**src/rtl/val_capture_pkg.sv**
```systemverilog
// Shared constants and types for the val counter capture path.
package val_capture_pkg;

    // Width of the upstream free-running val counter.
    localparam int VAL_W  = 12;

    // Width of the saturating drop counter reported to the C side.
    localparam int DROP_W = 16;

    // One buffered sample: the counter value plus its wrap-around tag.
    typedef struct packed {
        logic             wrap;
        logic [VAL_W-1:0] data;
    } val_sample_t;

endpackage

```
**src/rtl/sync_fifo_fwft.sv**
```systemverilog
// Synchronous first-word-fall-through FIFO. Occupancy is tracked in a level
// register so full/empty never depend on pointer equality.
module sync_fifo_fwft #(
    parameter int W     = 13,
    parameter int DEPTH = 8
) (
    input  logic                     clk,
    input  logic                     rst,
    input  logic                     push,
    input  logic                     pop,
    input  logic [W-1:0]             wdata,
    output logic [W-1:0]             rdata,
    output logic                     full,
    output logic                     empty,
    output logic [$clog2(DEPTH):0]   level
);

    localparam int PTR_W = $clog2(DEPTH);
    localparam int LVL_W = $clog2(DEPTH) + 1;

    logic [W-1:0]     mem_q [DEPTH];
    logic [PTR_W-1:0] wr_ptr_q, wr_ptr_d;
    logic [PTR_W-1:0] rd_ptr_q, rd_ptr_d;
    logic [LVL_W-1:0] level_q, level_d;
    logic             do_push;
    logic             do_pop;

    // A push into a full FIFO is legal only when the head leaves on the same edge.
    always_comb begin
        full    = (level_q == LVL_W'(DEPTH));
        empty   = (level_q == '0);
        do_pop  = pop && !empty;
        do_push = push && (!full || do_pop);
        rdata   = mem_q[rd_ptr_q];
        level   = level_q;

        wr_ptr_d = do_push ? wr_ptr_q + PTR_W'(1) : wr_ptr_q;
        rd_ptr_d = do_pop  ? rd_ptr_q + PTR_W'(1) : rd_ptr_q;

        level_d = level_q;
        case ({do_push, do_pop})
            2'b10:   level_d = level_q + LVL_W'(1);
            2'b01:   level_d = level_q - LVL_W'(1);
            default: level_d = level_q;
        endcase
    end

    // Pointer and occupancy state; reset empties the FIFO outright.
    always_ff @(posedge clk) begin
        if (rst) begin
            wr_ptr_q <= '0;
            rd_ptr_q <= '0;
            level_q  <= '0;
        end else begin
            wr_ptr_q <= wr_ptr_d;
            rd_ptr_q <= rd_ptr_d;
            level_q  <= level_d;
        end
    end

    // Sample storage; contents are meaningless until written, so no reset.
    always_ff @(posedge clk) begin
        if (do_push) begin
            mem_q[wr_ptr_q] <= wdata;
        end
    end

endmodule

```
**src/rtl/val_capture_fifo.sv**
```systemverilog
// Captures the val counter on a strobe, decimates, tags wrap-around, buffers
// the samples for a valid/ready sink and counts samples lost to a full FIFO.
module val_capture_fifo
    import val_capture_pkg::*;
#(
    parameter int WIDTH = VAL_W,
    parameter int DEPTH = 8,
    parameter int DECIM = 1
) (
    input  logic                   clk,
    input  logic                   rst,
    input  logic [WIDTH-1:0]       in_val,
    input  logic                   in_en,
    output logic                   out_valid,
    input  logic                   out_ready,
    output logic [WIDTH-1:0]       out_data,
    output logic                   out_wrap,
    output logic [$clog2(DEPTH):0] level,
    output logic                   full,
    output logic [DROP_W-1:0]      drop_cnt
);

    localparam int                DCNT_W    = (DECIM > 1) ? $clog2(DECIM) : 1;
    localparam logic [DCNT_W-1:0] DCNT_LAST = DCNT_W'(DECIM - 1);

    logic [DCNT_W-1:0] decim_cnt_q, decim_cnt_d;
    logic [WIDTH-1:0]  prev_val_q, prev_val_d;
    logic              prev_ok_q, prev_ok_d;
    logic [DROP_W-1:0] drop_cnt_q, drop_cnt_d;
    logic [WIDTH-1:0]  hold_data_q, hold_data_d;
    logic              hold_wrap_q, hold_wrap_d;

    logic              capture;
    logic              wrap;
    logic              pop;
    logic              push;
    logic              drop;
    logic              fifo_full;
    logic              fifo_empty;
    logic [WIDTH:0]    fifo_wdata;
    logic [WIDTH:0]    fifo_rdata;

    function automatic logic [DROP_W-1:0] sat_inc(input logic [DROP_W-1:0] v);
        return (v == {DROP_W{1'b1}}) ? v : v + DROP_W'(1);
    endfunction

    // Decimation, wrap tagging, push/drop decision and the output hold value.
    always_comb begin
        capture    = in_en && (decim_cnt_q == DCNT_LAST);
        wrap       = prev_ok_q && (in_val < prev_val_q);
        pop        = !fifo_empty && out_ready;
        push       = capture && (!fifo_full || pop);
        drop       = capture && !push;
        fifo_wdata = {wrap, in_val};

        decim_cnt_d = decim_cnt_q;
        if (in_en) begin
            decim_cnt_d = capture ? '0 : decim_cnt_q + DCNT_W'(1);
        end

        // Dropped captures still advance the wrap reference.
        prev_val_d = capture ? in_val : prev_val_q;
        prev_ok_d  = prev_ok_q || capture;

        drop_cnt_d = drop ? sat_inc(drop_cnt_q) : drop_cnt_q;

        // Remember the entry leaving the FIFO so the outputs hold it once empty.
        hold_data_d = pop ? fifo_rdata[WIDTH-1:0] : hold_data_q;
        hold_wrap_d = pop ? fifo_rdata[WIDTH]     : hold_wrap_q;

        out_valid = !fifo_empty;
        out_data  = fifo_empty ? hold_data_q : fifo_rdata[WIDTH-1:0];
        out_wrap  = fifo_empty ? hold_wrap_q : fifo_rdata[WIDTH];
        full      = fifo_full;
        drop_cnt  = drop_cnt_q;
    end

    // Control state cleared by reset.
    always_ff @(posedge clk) begin
        if (rst) begin
            decim_cnt_q <= '0;
            prev_ok_q   <= 1'b0;
            drop_cnt_q  <= '0;
            hold_data_q <= '0;
            hold_wrap_q <= 1'b0;
        end else begin
            decim_cnt_q <= decim_cnt_d;
            prev_ok_q   <= prev_ok_d;
            drop_cnt_q  <= drop_cnt_d;
            hold_data_q <= hold_data_d;
            hold_wrap_q <= hold_wrap_d;
        end
    end

    // Previous captured value; only meaningful while prev_ok_q is set.
    always_ff @(posedge clk) begin
        prev_val_q <= prev_val_d;
    end

    sync_fifo_fwft #(
        .W     (WIDTH + 1),
        .DEPTH (DEPTH)
    ) u_fifo (
        .clk   (clk),
        .rst   (rst),
        .push  (push),
        .pop   (pop),
        .wdata (fifo_wdata),
        .rdata (fifo_rdata),
        .full  (fifo_full),
        .empty (fifo_empty),
        .level (level)
    );

endmodule

```
**config.mk**
```make
export PLATFORM = sky130hd
export DESIGN_NAME = val_capture_fifo
export DESIGN_NICKNAME = d
export VERILOG_FILES = /design/src/rtl/val_capture_pkg.sv /design/src/rtl/sync_fifo_fwft.sv /design/src/rtl/val_capture_fifo.sv
export SDC_FILE = /design/constraint.sdc
export NUM_CORES = 1
export LEC_CHECK = 0
export ABC_CLOCK_PERIOD_IN_PS = 5800
export BUFFER_PORTS_ARGS = -buffer_cell sky130_fd_sc_hd__clkbuf_2
export CAP_MARGIN = 25
export CORE_AREA = 2 2 127 129
export DETAILED_ROUTE_END_ITERATION = 16
export DIE_AREA = 0 0 129 131
export HOLD_SLACK_MARGIN = 0.06
export SLEW_MARGIN = 30
export SYNTH_ARGS = -nofsm -noshare
export SYNTH_HDL_FRONTEND = slang
export SYNTH_HIERARCHICAL = 1
export SYNTH_SLANG_ARGS = --single-unit
```
**constraint.sdc**
```tcl
create_clock -name clk -period 5.8 [get_ports clk]
set_input_delay 1.45 -clock clk [delete_from_list [all_inputs] [get_ports clk]]
set_output_delay 1.45 -clock clk [all_outputs]
set_load 0.005 [all_outputs]
```
==> reports/metrics.cfg <==
[place]
port_buffers = 50
dpl.hpwl_um = 8794
dp.cells = 719
gp_congestion = 0.7966
dpl_worst_slack_ns = 1.724

[yosys]
synth_area_per_cell_um2 = 14.96
synthMuxAreaShare_pct = 14.90
ys_seq_elements = 160
yosysWarningCount = 6
synthAdderAreaFrac_pct = 3.186
syn_inst = 462
synthTopCellsByArea = edfxtp_1 50%, dfxtp_1 13%, mux4_1 6.8%
netlist_area_um2 = 6913
synth_xor_area_share_pct = 1.900
synth_nets = 495
synthSimpleGateAreaFrac_pct = 8.688
yosysTopAreaCell = edfxtp_1
async_reset_ff_share_pct = 0
synth_compound_area_share_pct = 5.231
ys_seq_area_share_pct = 63.13
synth-main-ff-cell = edfxtp_1
synth_cell_types = 59
synth_top_area_share_pct = 50.39
synth-edff-count = 116
synth_top_family_by_area = multiplexers

[critical_path]
path_class = flop to output pin
cp_max_fo = 15
start_kind = flop
r2r_cells = 13
cp.required_ns = 4.35
rrSetupSlack_ns = 2.18
end_kind = output pin
crit_arrival_ns = 2.60

[die]
core_um2 = 15600
die_w_um = 129
initial_utilization_pct = 44.32
die-height_um = 131
row_count = 46
ioPinCount = 51
die-area_um2 = 16900

[sta]
hold_viol_final = 0
setup_violations = 0
finalClockSkew_ns = 0.005957
slew_violations = 0
finalCriticalPeriod_ns = 4.053
period_share_pct = 69.87
rsz0062_at_grt = false
worst_pin_slew_ns = 0.8733
timing.fmax_mhz = 246.8
tns_ns = 0
setup_slack_ns = 1.747
relSlewSlack_pct = 41.78

[layout]
n_antenna_cell = 0
final_cells = 751
finalNetCount = 555
n_fill_cell = 1285
area.growth.synth_to_final_pct = 16.67
layout-drive-gt1-share_pct = 26.73

[clocking]
clock_path_buffers = 2
cts_tree = yes
clock_latency_ns = 0.43
cts_setup_buffers = 0
cts-resized-gates = 0
ctsRootBufferMaster = clkbuf_16
clkTransAtPathRegs_ns = 0.06
h-tree-depth = 4
cts_buffers = 17
hold_buffers = 0
cts_sinks = 160

[route]
finalWirelength_um = 14110
drc = 0
via_count = 3976
wl_per_cell_um = 18.78
first_iter_violations = 183
ant_nets = 0
viasPerCell = 5.294
first_pass_iters = 4

[global_routing]
grt_pass1_wl_um = 21920
grt_remaining_overflow = 0
track_usage_pct = 18.03
antenna_found_initial = 0
grt_max_degree = 47
grt_pass1_vias = 3779

[power]
irDropWorstVdd_mv = 0.2116
pwr_density_cell_nw_per_um2 = 415.0
p_leak_nw = 2.897
power_mw = 3.347

[hold_path]
hold_class = flop to flop
holdPathStages = 2

[run_status]
status = completed

[job]
maxCapViolCount = 0

[worst max-delay path, stage by stage (launching register included)]
cell      delay [ns]
dfxtp_1         0.72
buf_4           0.37
mux4_1          0.35
mux2_2          0.30
mux2_2          0.30
clkbuf_2        0.12
[synth_stat cells, types with 2 or more instances]
cell / number
a2111oi_1: 2
a211oi_1: 3
a21o_1: 2
a21oi_1: 22
a31oi_1: 2
and2_1: 2
and3_1: 2
and4_1: 4
buf_1: 2
buf_2: 6
buf_6: 2
clkbuf_1: 7
dfxtp_1: 44
edfxtp_1: 116
ha_1: 16
inv_1: 19
mux2_2: 29
mux2i_1: 5
mux4_1: 18
mux4_2: 8
nand2_1: 36
nand2b_1: 7
nand3_1: 6
nand3b_1: 2
nand4_1: 5
nand4b_1: 2
nor2_1: 32
nor2b_1: 4
nor3_1: 7
nor4_1: 3
o211ai_1: 3
o21ai_0: 2
o21bai_1: 2
or3_1: 2
xnor2_1: 10
xor2_1: 5
[metrics by stage]
step | hold WS (ns) | area (µm²) | utilization (%)
3_5_place_dp | 0.4466 | 7422 | 47.59
2_1_floorplan | 0.4329 | 6913 | -
5_1_grt | 0.4695 | 8065 | 51.71
3_3_place_gp | 0.4412 | 7416 | 47.55
6_report | 0.4533 | 8065 | 51.71
4_1_cts | 0.4550 | 8065 | 51.71
[cell usage in the layout (no fill, tap or decap), types with 3 or more instances in the layout]
| cell type | count |
|---|---|
| clkinvlp_4 | 3 |
| nand2_1 | 36 |
| o211ai_1 | 3 |
| mux2i_1 | 5 |
| a211oi_1 | 3 |
| nor2_1 | 32 |
| and4_1 | 4 |
| mux4_1 | 18 |
| nor2b_1 | 4 |
| buf_4 | 12 |
| nor3_1 | 3 |
| mux2_2 | 29 |
| dfxtp_1 | 44 |
| a21oi_1 | 22 |
| mux4_2 | 8 |
| ha_1 | 16 |
| xnor2_1 | 10 |
| nand2b_1 | 7 |
| clkbuf_2 | 49 |
| nor3_2 | 3 |
| nand3_1 | 6 |
| bufinv_16 | 5 |
| xor2_1 | 5 |
| edfxtp_1 | 116 |
| clkinv_2 | 3 |
| nand4_1 | 5 |
| inv_1 | 19 |
| clkbuf_16 | 17 |
[registers in the layout (all words and copies together) (netlist names), named ones only]
register         flops
u_fifo/mem_q       104
u_fifo/wr_ptr_q      3
prev_val_q          12
drop_cnt            16
decim_cnt_q          1
hold_data_q         12
hold_wrap_q          1
u_fifo/rd_ptr_q      3
prev_ok_q            1
u_fifo/level         4
[path summary, 6_finish.rpt]
path                     end             from
max             out_data[11]             flop
min           hold_data_q[0]   hold_data_q[0]
max reg2reg  u_fifo/level[3]  u_fifo/level[0]
min reg2reg   hold_data_q[0]   hold_data_q[0]
[power by group]
part	switching, mW	internal (mW)	total (mW)
Clock	0.450	0.763	1.21
Sequential	0.0544	1.33	1.38
Combinational	0.397	0.357	0.754
Total	0.902	2.44	3.35
[layout make-up]
class,count,area [µm²],share of cell area [%]
well taps,216,270.3,3.351
multi-input cells,262,2376,29.46
inverters,19,71.32,0.8843
clock buffers,18,429.2,5.321
clock inverters,14,214.0,2.653
flip-flops and latches,160,4364,54.11
repair buffers,62,340.3,4.220
[per-layer routing]
metal	track usage (%)	vias up	routed length (µm)
met5	0	-	0
met4	6.841	0	250
met3	4.479	22	512
met2	28.60	86	6753
met1	24.22	1981	6587
li1	-	1887	-
[logic make-up (layout without fill, tap and decap cells)]
family	Yosys count	in the layout
buffers and inverters	40	113
adders and majority gates	17	17
and+or+nand+nor	120	120
DFF	160	160
xor gates and xnor gates	15	15
AOI/OAI and AO/OA	50	50
muxes	60	60
Power figures use the tool's default switching activity.
